===== config.mk =====
export PLATFORM = sky130hd
export DESIGN_NAME = exec_cc_stage
export DESIGN_NICKNAME = d
export VERILOG_FILES = /design/src/rtl/y86_pkg.sv /design/src/rtl/exec_cc_stage_cond_eval.sv /design/src/rtl/exec_cc_stage.sv
export SDC_FILE = /design/constraint.sdc
export NUM_CORES = 1
export LEC_CHECK = 0
export CAP_MARGIN = 20
export CORE_AREA = 3 3 111 113
export CTS_BUF_LIST = sky130_fd_sc_hd__clkbuf_4
export DETAILED_ROUTE_END_ITERATION = 8
export DIE_AREA = 0 0 114 116
export GPL_TIMING_DRIVEN = 0
export PLACE_DENSITY_LB_ADDON = 0.05
export SLEW_MARGIN = 20
export SYNTH_ARGS = -nofsm -noshare
export SYNTH_HDL_FRONTEND = slang
export SYNTH_SLANG_ARGS = --single-unit

===== constraint.sdc =====
create_clock -name clk -period 4.2 [get_ports clk]
set_clock_uncertainty 0.2 [all_clocks]
set_input_delay 0.84 -clock clk [delete_from_list [all_inputs] [get_ports clk]]
set_output_delay 0.84 -clock clk [all_outputs]
set_load 0.02 [all_outputs]

===== src/rtl/y86_pkg.sv =====
// y86_pkg: shared Y86 pipeline definitions.
//   icode constants, ALU function codes, branch/cmov condition codes,
//   the "no register" ID and the condition-code record.
package y86_pkg;

    // Instruction codes seen by the execute stage
    localparam logic [3:0] I_RRMOVQ = 4'h2;  // rrmovq / cmovXX
    localparam logic [3:0] I_OPQ    = 4'h6;
    localparam logic [3:0] I_JXX    = 4'h7;

    // ALU function codes (ifun of OPq)
    localparam logic [3:0] ADD = 4'h0;
    localparam logic [3:0] SUB = 4'h1;   // B - A
    localparam logic [3:0] AND = 4'h2;
    localparam logic [3:0] XOR = 4'h3;

    // Condition codes (ifun of jXX / cmovXX)
    localparam logic [3:0] C_YES = 4'h0;
    localparam logic [3:0] C_LE  = 4'h1;
    localparam logic [3:0] C_L   = 4'h2;
    localparam logic [3:0] C_E   = 4'h3;
    localparam logic [3:0] C_NE  = 4'h4;
    localparam logic [3:0] C_GE  = 4'h5;
    localparam logic [3:0] C_G   = 4'h6;

    // Register ID meaning "no destination"
    localparam logic [3:0] RNONE = 4'hF;

    typedef struct packed {
        logic zf;
        logic sf;
        logic of;
    } cc_t;

endpackage


===== src/rtl/exec_cc_stage_cond_eval.sv =====
// cond_eval: combinational Y86 condition evaluation for jXX / cmovXX.
// Ports:
//   zf, sf, of : condition codes to test
//   ifun       : condition selector (C_* in y86_pkg)
//   cnd        : 1 when the condition holds; 0 for undefined selectors
module cond_eval
    import y86_pkg::*;
(
    input  logic       zf,
    input  logic       sf,
    input  logic       of,
    input  logic [3:0] ifun,
    output logic       cnd
);

    logic lt;

    assign lt = sf ^ of;

    always_comb begin
        cnd = 1'b0;
        case (ifun)
            C_YES: cnd = 1'b1;
            C_LE:  cnd = lt | zf;
            C_L:   cnd = lt;
            C_E:   cnd = zf;
            C_NE:  cnd = ~zf;
            C_GE:  cnd = ~lt;
            C_G:   cnd = ~lt & ~zf;
            default: cnd = 1'b0;
        endcase
    end

endmodule


===== src/rtl/exec_cc_stage.sv =====
// exec_cc_stage: Y86 execute-stage back end.
//   Captures the ALU result into the E->M register, maintains the
//   condition-code register (ZF/SF/OF) and evaluates Cnd for jXX/cmovXX.
// Ports:
//   clk, rst              : clock, asynchronous active-high reset
//   in_valid / in_ready   : upstream handshake (in_ready combinational)
//   in_icode, in_ifun     : instruction and function codes
//   in_alu_a/b/result     : ALU operands and result
//   in_dstE               : destination for valE
//   cc_inhibit            : block CC update (later-stage exception)
//   flush                 : squash the output register at the edge
//   out_valid / out_ready : downstream handshake
//   out_icode/valE/dstE/cnd : registered E->M payload
//   cc_zf, cc_sf, cc_of   : current condition codes
module exec_cc_stage
    import y86_pkg::*;
#(
    parameter int unsigned WIDTH = 64,
    parameter logic [3:0]  RNONE = y86_pkg::RNONE
) (
    input  logic             clk,
    input  logic             rst,
    input  logic             in_valid,
    output logic             in_ready,
    input  logic [3:0]       in_icode,
    input  logic [3:0]       in_ifun,
    input  logic [WIDTH-1:0] in_alu_a,
    input  logic [WIDTH-1:0] in_alu_b,
    input  logic [WIDTH-1:0] in_alu_result,
    input  logic [3:0]       in_dstE,
    input  logic             cc_inhibit,
    input  logic             flush,
    output logic             out_valid,
    input  logic             out_ready,
    output logic [3:0]       out_icode,
    output logic [WIDTH-1:0] out_valE,
    output logic [3:0]       out_dstE,
    output logic             out_cnd,
    output logic             cc_zf,
    output logic             cc_sf,
    output logic             cc_of
);

    cc_t        cc_q;
    cc_t        cc_new;
    logic       accept;
    logic       cc_upd;
    logic       cnd;
    logic       cnd_d;
    logic [3:0] dste_d;
    logic       a_msb, b_msb, r_msb;

    // Only the sign bits of the operands feed the overflow logic.
    logic       unused_ok;
    assign unused_ok = ^{in_alu_a[WIDTH-2:0], in_alu_b[WIDTH-2:0]};

    assign in_ready = ~out_valid | out_ready;
    assign accept   = in_valid & in_ready;

    assign a_msb = in_alu_a[WIDTH-1];
    assign b_msb = in_alu_b[WIDTH-1];
    assign r_msb = in_alu_result[WIDTH-1];

    // Condition is tested against the CC held before this instruction.
    cond_eval u_cond_eval (
        .zf   (cc_q.zf),
        .sf   (cc_q.sf),
        .of   (cc_q.of),
        .ifun (in_ifun),
        .cnd  (cnd)
    );

    always_comb begin
        cnd_d  = 1'b0;
        dste_d = in_dstE;
        if (in_icode == I_RRMOVQ || in_icode == I_JXX) begin
            cnd_d = cnd;
        end
        if (in_icode == I_RRMOVQ && !cnd) begin
            dste_d = RNONE;
        end
    end

    // Undefined ALU functions leave the whole CC register untouched.
    always_comb begin
        cc_new    = cc_q;
        cc_new.zf = (in_alu_result == '0);
        cc_new.sf = r_msb;
        cc_upd    = accept && (in_icode == I_OPQ) && !cc_inhibit && !flush;
        case (in_ifun)
            ADD:      cc_new.of = (a_msb == b_msb) && (r_msb != a_msb);
            SUB:      cc_new.of = (a_msb != b_msb) && (r_msb != b_msb);
            AND, XOR: cc_new.of = 1'b0;
            default: begin
                cc_new = cc_q;
                cc_upd = 1'b0;
            end
        endcase
    end

    always_ff @(posedge clk or posedge rst) begin
        if (rst) begin
            cc_q <= '{zf: 1'b1, sf: 1'b0, of: 1'b0};
        end else if (cc_upd) begin
            cc_q <= cc_new;
        end
    end

    always_ff @(posedge clk or posedge rst) begin
        if (rst) begin
            out_valid <= 1'b0;
            out_icode <= '0;
            out_valE  <= '0;
            out_dstE  <= RNONE;
            out_cnd   <= 1'b0;
        end else if (flush) begin
            out_valid <= 1'b0;
            out_dstE  <= RNONE;
        end else if (accept) begin
            out_valid <= 1'b1;
            out_icode <= in_icode;
            out_valE  <= in_alu_result;
            out_dstE  <= dste_d;
            out_cnd   <= cnd_d;
        end else if (out_ready) begin
            out_valid <= 1'b0;
        end
    end

    assign cc_zf = cc_q.zf;
    assign cc_sf = cc_q.sf;
    assign cc_of = cc_q.of;

endmodule


# --- Word level (Yosys, flattened, before mapping) ---
# Index checks and enable logic that the tools add are counted.
# Widths: inputs -> output; s select.
classes:
  n_reduce_logical: 20
  muxes: 10
  eq_ne: 13
  n_bitwise: 9
op_table:
  columns: ["operator", "n"]
  rows:
  - ["$logic_not 64->1", 1]
  - ["$eq 4x3->1 const B", 5]
  - ["$eq 4x2->1 const B", 3]
  - ["$mux 4", 3]
  - ["$pmux 1 s7", 1]
  - ["$logic_and 1x1->1", 6]
  - ["$reduce_and 2->1", 3]
  - ["$reduce_bool 3->1", 2]
  - ["$mux 1", 5]
  - ["$eq 4x1->1 const B", 1]
  - ["$logic_not 4->1", 1]
  - ["$not 1->1", 4]
  - ["$reduce_or 4->1", 1]
  - ["$logic_not 1->1", 3]
  - ["$ne 1x1->1", 3]
  - ["$pmux 1 s3", 1]
  - ["$and 1x1->1", 2]
  - ["$or 1x1->1", 2]
  - ["$reduce_bool 2->1", 1]
  - ["$reduce_or 2->1", 1]
  - ["$eq 1x1->1", 1]
  - ["$logic_or 1x1->1", 1]
  - ["$xor 1x1->1", 1]
word_totals:
  elab_cells: 60
  ff_bits: 77

# --- Longest topological paths before layout ---
# Gate-level depths: netlist of run 1.
logic_depth:
  ltp_word: 9
  depth_mapped: 5
  mapped_depth_nobuf: 4

# --- Modules after synthesis ---
# Synthesis of run 1 repeated with hierarchy kept, for this count alone.
hier_totals:
  cells_unflattened: 215
  area_unflattened_um2: 3189.3
by_module_without_submodules:
  columns: ["module", "instances", "area_each_um2", "cells_each", "seq_area_each_um2"]
  rows:
  - ["exec_cc_stage", 1, 3108.0, 205, 1933.1]
  - ["cond_eval", 1, 81.3, 10, 0.0]

# --- Worst setup path after synthesis of run 1 ---
# Ideal clock, no wire load.
synth_path:
  path_type: "input to register"
  start: "input port flush"
  end: "register out_valE[26]"
  stages: 5
  arrival_ns: 1.909
  required_time_ns: 3.875
  path_slack_ns: 1.965
  cell_sequence: "buf_6 or3_4 buf_6 buf_12 mux2_4"
synth_between:
  elab_chain_len: 2
synth_rtl:
  columns: ["item", "line_no", "text"]
  rows:
  - ["from (decl)", "exec_cc_stage.sv:32", "input logic flush,"]
  - ["$not 1->1 (no source line)", null, null]
  - ["$reduce_and 2->1 (no source line)", null, null]
  - ["to (signal assigned)", "exec_cc_stage.sv:122", "out_valE <= in_alu_result;"]
  - ["to (decl)", "exec_cc_stage.sv:36", "output logic [WIDTH-1:0] out_valE,"]
# Every way passes these cells.
# A chain may end at the register's enable or synchronous reset.

# --- Final worst setup path of run 1 ---
layout_path:
  start: "input port out_ready"
  end: "output port in_ready"
layout_between:
  elab_chain_len: 1
layout_rtl:
  columns: ["item", "line_no", "text"]
  rows:
  - ["from (decl)", "exec_cc_stage.sv:34", "input logic out_ready,"]
  - ["$or 1x1->1", "exec_cc_stage.sv:57", "assign in_ready = ~out_valid | out_ready;"]
  - ["to (decl)", "exec_cc_stage.sv:24", "output logic in_ready,"]
# Every way passes these cells.

==> metrics.cfg, run 1 <==
[run_status]
run_status=completed

[grt]
grtUsageTotal_pct=15.5
first_pass_grt_wire_length_um=15400
grt_antenna_before_repair=0
gr-total-overflow=0
vias_in_the_first_global_route=2739
pin_count_of_the_biggest_net_entering_global_routing=44

[layout]
filler_cell_count=1092
syn2layout_area_growth_pct=57.0
layoutNonFillerInstCount=545
nets=607
final_cell_utilization_of_the_core_pct=46.9
fraction_of_layout_cells_with_a_size_suffix_above_1_pct=26.6
num_antenna_cells=0
design_area_um2=5360

[yosys]
postSynthRegisterBits=77
synth_compound_gate_area_share_pct=4.55
post-synth-top-area-cell=dfrtp_1
synth.top_cell.area_share_pct=52.8
synthMuxAreaShare_pct=26.9
synth-edff-count=0
synth.yosys.seq_area_share_pct=56.7
cell_types_occupying_the_most_area_after_synthesis=dfrtp_1 (53%), mux2_2 (14%), mux2_4 (13%)
synth.yosys.warnings=0
synth_cell_type_count=34
postSynth.topFlopCell=dfrtp_1
postSynthAreaPerCell_um2=15.2
synth.net_count=435
synth_adder_area_share_pct=0
synth.most_common_cell=dfrtp_1
dominant_combinational_cell_family_by_area_after_synthesis=multiplexers
synth_xor_area_share_pct=0.513
yosys.area_share.simple_pct=7.96
post_synth_most_frequent_cells=dfrtp_1 (72), mux2_2 (42), mux2_4 (29)
async_flop_share_pct=100
postSynthCellCount=225
synthesis.area_um2=3410

[timing]
timing.final.setup_violations=0
final-hold-violation-count=0
max_slew.worst_pin.slew_ps=631
final-max-slew-violation-count=0
finalHoldWorstSlack_ps=317
fin_crit_ps=3190
timing.slew.headroom_pct=57.6
setup_repair_after_global_routing_missed_its_margin=no
fmax_mhz=314
final_min_period_over_clock_period_pct=75.9

[place]
placed_cell_area_um2=5220
post-dp-hpwl_um=7390
dpl.cell_count=529
port_buffers=160
place.gp.congestion=0.749

[setup_path]
startpoint_type=input port
cp_slowest_cell=clkdlybuf4s50_1
launch_point_of_the_critical_path=out_ready
endpoint_kind_of_the_worst_setup_timing_path=output pin
cp.depth=4
worst_r2r_endpoint=out_valE[1]
crit_path_max_incr_delay_ps=570
critical_path.cell_chain=clkdlybuf4s50_1, nor2b_4, inv_1, clkdlybuf4s50_1
worstSetupPathType=input port to output pin
timing.critical_path.fanout_max=5
crit_arrival_ps=2150
regToRegSetupSlack_ps=2260
critical_path.reg2reg.startpoint=out_valid
timing.reg2reg.worst_path_depth=4
path_buf_inv=3
worst_ep_required_time_ps=3160
endpoint=in_ready
path_delay_family=buffers and inverters
timing.critical_path.mode_cell=clkdlybuf4s50_1

[route]
drt-pass1-iter-count=4
vias_per_cell=4.73
initialDrtViolationCount=108
met2_wire_length_um=3910
topmost_layer_with_routed_signal_wires=met4
met3_length_um=1210
detail_route.wirelength_um=9970
drc_errors=0
wl_met1_um=4670
drtAntennaViolNets=0
routed_wire_length_per_instance_um=18.3
via_count=2576

[die]
fp.coreArea_um2=11400
fp.dieArea_um2=13200
floorplan.die.width_um=114
floorplan_row_count=39
chipHeight_um=116
initial_utilization_pct=29.9
floorplan.io_pins=288

[clock_tree]
clock_tree.htree_level_count=3
post_cts_hold_buffer_count=0
tritoncts_clock_tree=yes
cts_made_buffers=9
cts_setup_buffers=0
cts.reportedPaths.clkPinSlew_ps=120
clk_path_buf_depth=2
clockRootBuffer=clkbuf_4
insertion_delay_ps=430
cts_repair_resize_count=0
clock-sinks=77

[pwr]
power.leakage_nw=2.21
power_density_nw_per_um2=391
worst_ir_drop_vdd_mv=0.222

[hold_path]
min_path_type=register to register
hold-path-cell-count=1

[flow_run]
reported_max_cap_violation_count=0

power by group:
part / internal (W) / switching (W) / leakage (nW) / total, W
Combinational: 0.000408 / 0.000315 / 1.24 / 0.000723
Sequential: 0.000860 / 0.0000605 / 0.907 / 0.000921
Clock: 0.000177 / 0.000275 / 0.0654 / 0.000452
Total: 0.00145 / 0.000650 / 2.21 / 0.00210
worst register-to-register path, stage by stage (launching register included):
cell and delay [ps]:
dfrtp_1 400, nor2b_4 150, nor3_4 360, buf_2 370
mux2_2 370
layer usage:
layer	GRT usage (%)	vias to the layer above
li1	-	1192
met1	22.1	1240
met2	20.0	132
met3	6.95	12
met4	6.65	0
met5	0	-
flip-flops by register name (all words and copies together), names as in the netlist:
| register | cells |
|---|---|
| out_icode | 4 |
| cc_zf | 1 |
| out_dstE | 4 |
| out_valid | 1 |
| cc_sf | 1 |
| cc_of | 1 |
| out_cnd | 1 |
| out_valE | 64 |
layout by cell type (no fill, tap or decap), drive strengths merged, types with 2 or more instances in the layout:
cell type	instances
clkinvlp	3
nor2	3
clkdlybuf4s50	160
nand3b	2
a21oi	11
nor4	17
dfstp	5
nor3b	2
xnor2	2
buf	9
nand2	2
mux2	71
clkinv	3
nor2b	2
nand4	4
inv	5
o32ai	4
clkbuf	9
dfrtp	72
layout make-up:
cell class,instances,area [um^2],share of cell area (%)
Buffer,8,97.6,1.82
Clock buffer,9,67.6,1.26
Clock inverter,7,66.3,1.24
Inverter,5,21.3,0.397
Multi-Input combinational cell,135,1360,25.4
Sequential cell,77,1930,36.1
Tap cell,143,179,3.34
Timing Repair Buffer,161,1630,30.4
worst min path at each step:
stage / startpoint / end / slack [ps]
finish: out_valE[63] / out_valE[63] / 320
CTS: out_valE[63] / out_valE[63] / 320
floorplan: cc_zf / cc_zf / 340
detailed placement: out_valE[37] / out_valE[37] / 290
global placement: out_cnd / out_cnd / 290
global route: out_valE[37] / out_valE[37] / 330
cells by family (layout without fill, tap and decap cells):
family | count (synthesis) | after routing
buffers and inverters | 13 | 190
AND/OR/NAND/NOR | 40 | 40
flip-flops | 77 | 77
multiplexers | 72 | 72
AO/OA/AOI/OAI | 21 | 21
XOR/XNOR | 2 | 2
metrics by stage:
stage                     total power [W]  setup WS [ps]  TNS [ps]
final                             0.00210           1010         0
after global routing              0.00223            964         0
after CTS                         0.00213           1000         0
after detailed placement          0.00166            989         0
after global placement            0.00166           -339    -24140
after floorplan                   0.00128           1200         0
Note: power is estimated with default switching activity, not from simulation.
==> inputs of run 2 (changes only) <==
- CORE_AREA: 3 3 111 113 -> not set
- CORE_ASPECT_RATIO: not set -> 0.7
- CORE_MARGIN: not set -> 3
- CORE_UTILIZATION: not set -> 30
- DIE_AREA: 0 0 114 116 -> not set
- clock period: 4.2 -> 2.6 ns (I/O delays scaled with it)
==> run 2 against run 1 <==
Against the previous run: worst hold slack got worse by 230 ps; count of clock-buffer cells in the layout rose by 2; non-clock buffer count rose by 1; sequential share of layout area fell by 0.36 points; first-iteration DRC count fell by 35%; critical endpoint unchanged; highest routed layer unchanged.
==> metrics.cfg, run 2 (same netlist as run 1, synthesis figures left out) <==
[setup_path]
worstSetupPathType=input port to output pin  ; unchanged
crit_arrival_ps=1780  ; was 2150 ps
endpoint_kind_of_the_worst_setup_timing_path=output pin  ; unchanged
startpoint_type=input port  ; unchanged
worst_ep_required_time_ps=1880  ; was 3160 ps
timing.critical_path.fanout_max=5  ; unchanged

[grt]
vias_in_the_first_global_route=2649  ; was 2,739
first_pass_grt_wire_length_um=15800  ; was 15,400 um
grtUsageTotal_pct=16.5  ; was 15.5%
pin_count_of_the_biggest_net_entering_global_routing=30  ; was 44
grt_antenna_before_repair=0  ; unchanged
gr-total-overflow=0  ; unchanged

[timing]
timing.final.setup_violations=0  ; unchanged
fmax_mhz=401
fin_crit_ps=2500
timing.slew.headroom_pct=59.1  ; was 57.6%
max_slew.worst_pin.slew_ps=612  ; was 631 ps
final-hold-violation-count=0  ; unchanged
final_min_period_over_clock_period_pct=96.0
setup_repair_after_global_routing_missed_its_margin=no  ; unchanged
final-max-slew-violation-count=0  ; unchanged
finalHoldWorstSlack_ps=85.4  ; was 317 ps

[route]
detail_route.wirelength_um=10300  ; was 9970 um
drt-pass1-iter-count=4  ; unchanged
via_count=2566  ; was 2,576
drtAntennaViolNets=0  ; unchanged
routed_wire_length_per_instance_um=18.7  ; was 18.3 um
vias_per_cell=4.66  ; was 4.73
initialDrtViolationCount=70  ; was 108
drc_errors=0  ; unchanged

[layout]
nets=608  ; was 607
filler_cell_count=975  ; was 1,092
layout.cells.most_common=clkdlybuf4s50_1  ; unchanged
multi_input_area_um2=1360  ; unchanged
design_area_um2=5410  ; was 5360 um^2
max_flop_register=out_valE  ; unchanged
num_antenna_cells=0  ; unchanged
layout.area.seq_um2=1930  ; unchanged
fraction_of_layout_cells_with_a_size_suffix_above_1_pct=27.0  ; was 26.6%
largestRegisters=out_valE x64, out_dstE x4, out_icode x4  ; unchanged
final_cell_utilization_of_the_core_pct=50.5  ; was 46.9%
layout_common_cells=clkdlybuf4s50_1 (160), dfrtp_1 (72), mux2_2 (42)  ; unchanged
syn2layout_area_growth_pct=58.6  ; was 57.0%
largest_reg_flops=64  ; unchanged

[die]
floorplan_row_count=31  ; was 39
floorplan.io_pins=288  ; unchanged
chipHeight_um=95.2  ; was 116 um
fp.coreArea_um2=10700  ; was 11,400 um^2
fp.dieArea_um2=12700  ; was 13,200 um^2
floorplan.die.width_um=133  ; was 114 um
initial_utilization_pct=31.9  ; was 29.9%

[clock_tree]
clk_path_buf_depth=2  ; unchanged
cts_setup_buffers=0  ; unchanged
cts_repair_resize_count=0  ; unchanged
insertion_delay_ps=420  ; was 430 ps
clock_tree.htree_level_count=3  ; unchanged
clockRootBuffer=clkbuf_4  ; unchanged
post_cts_hold_buffer_count=0  ; unchanged
tritoncts_clock_tree=yes  ; unchanged
clock-sinks=77  ; unchanged
cts.reportedPaths.clkPinSlew_ps=110  ; was 120 ps
cts_made_buffers=9  ; unchanged

[pwr]
power.leakage_nw=2.24  ; was 2.21 nW
worst_ir_drop_vdd_mv=0.258  ; was 0.222 mV
power_density_nw_per_um2=651  ; was 391 nW/um^2
power.total_w=0.00352  ; was 0.00210 W

[hold_path]
min_path_type=input port to register  ; was register to register

[place]
place.gp.congestion=0.763  ; was 0.749
post-dp-hpwl_um=8100  ; was 7390 um
port_buffers=160  ; unchanged
placed_cell_area_um2=5240  ; was 5220 um^2

[run_status]
run_status=completed  ; unchanged

[flow_run]
reported_max_cap_violation_count=0  ; unchanged

## run 2: cell types whose count changed in the layout (fill, tap and decap cells not counted), sizes merged
| cell | before | now |
|---|---|---|
| clkbuf | 9 | 11 |
| clkinvlp | 3 | 2 |
| inv | 5 | 4 |
| clkinv | 3 | 2 |
| bufinv | 1 | 2 |
| buf | 9 | 10 |
## run 2: final timing paths
path,end,slack [ps],cells past startpoint,from
setup / recovery,in_ready,100,4,out_ready
hold / removal,out_valid,90,2,flush
setup reg to reg,out_icode[2],680,4,out_valid
hold reg to reg,out_valE[62],320,1,out_valE[62]
max in group asynchronous,cc_zf,1080,4,rst
min in group asynchronous,out_valE[11],290,2,rst
## run 2: stage by stage
step,setup slack (ps),cells,TNS [ps]
final,103,551,0
after global routing,42.8,551,0
after CTS,89.2,551,0
after detailed placement,-187,535,-187
after global placement,-156,533,-156
after floorplan,685,225,0
## run 2: cell type report
type                    instances  share of cell area, %
flip-flops and latches         77                   35.7
clock inverters                 5                   1.57
plain buffers                   8                   1.80
repair buffers                162                   30.3
well taps                     148                   3.42
clock buffers                  11                   1.53
inverters                       5                  0.416
multi-input cells             135                   25.2
## run 2: power breakdown
part	switching (W)	internal, W	leakage (nW)	total [W]
Sequential	0.000103	0.00139	0.907	0.00149
Clock	0.000435	0.000415	0.0873	0.000850
Combinational	0.000519	0.000661	1.24	0.00118
Total	0.00106	0.00247	2.24	0.00352
## run 2: worst max-delay path, stage by stage
cell and delay (ps):
clkdlybuf4s50_1 440, nor2b_4 190, inv_1 80, clkdlybuf4s50_1 540
## run 2: per-layer routing
layer	global-route usage [%]	up-vias	part of all wire, %
met3	6.07	10	8.1
met2	23.3	113	42
met4	4.88	0	1.1
met1	23.5	1250	49
met5	0	-	0
li1	-	1193	-
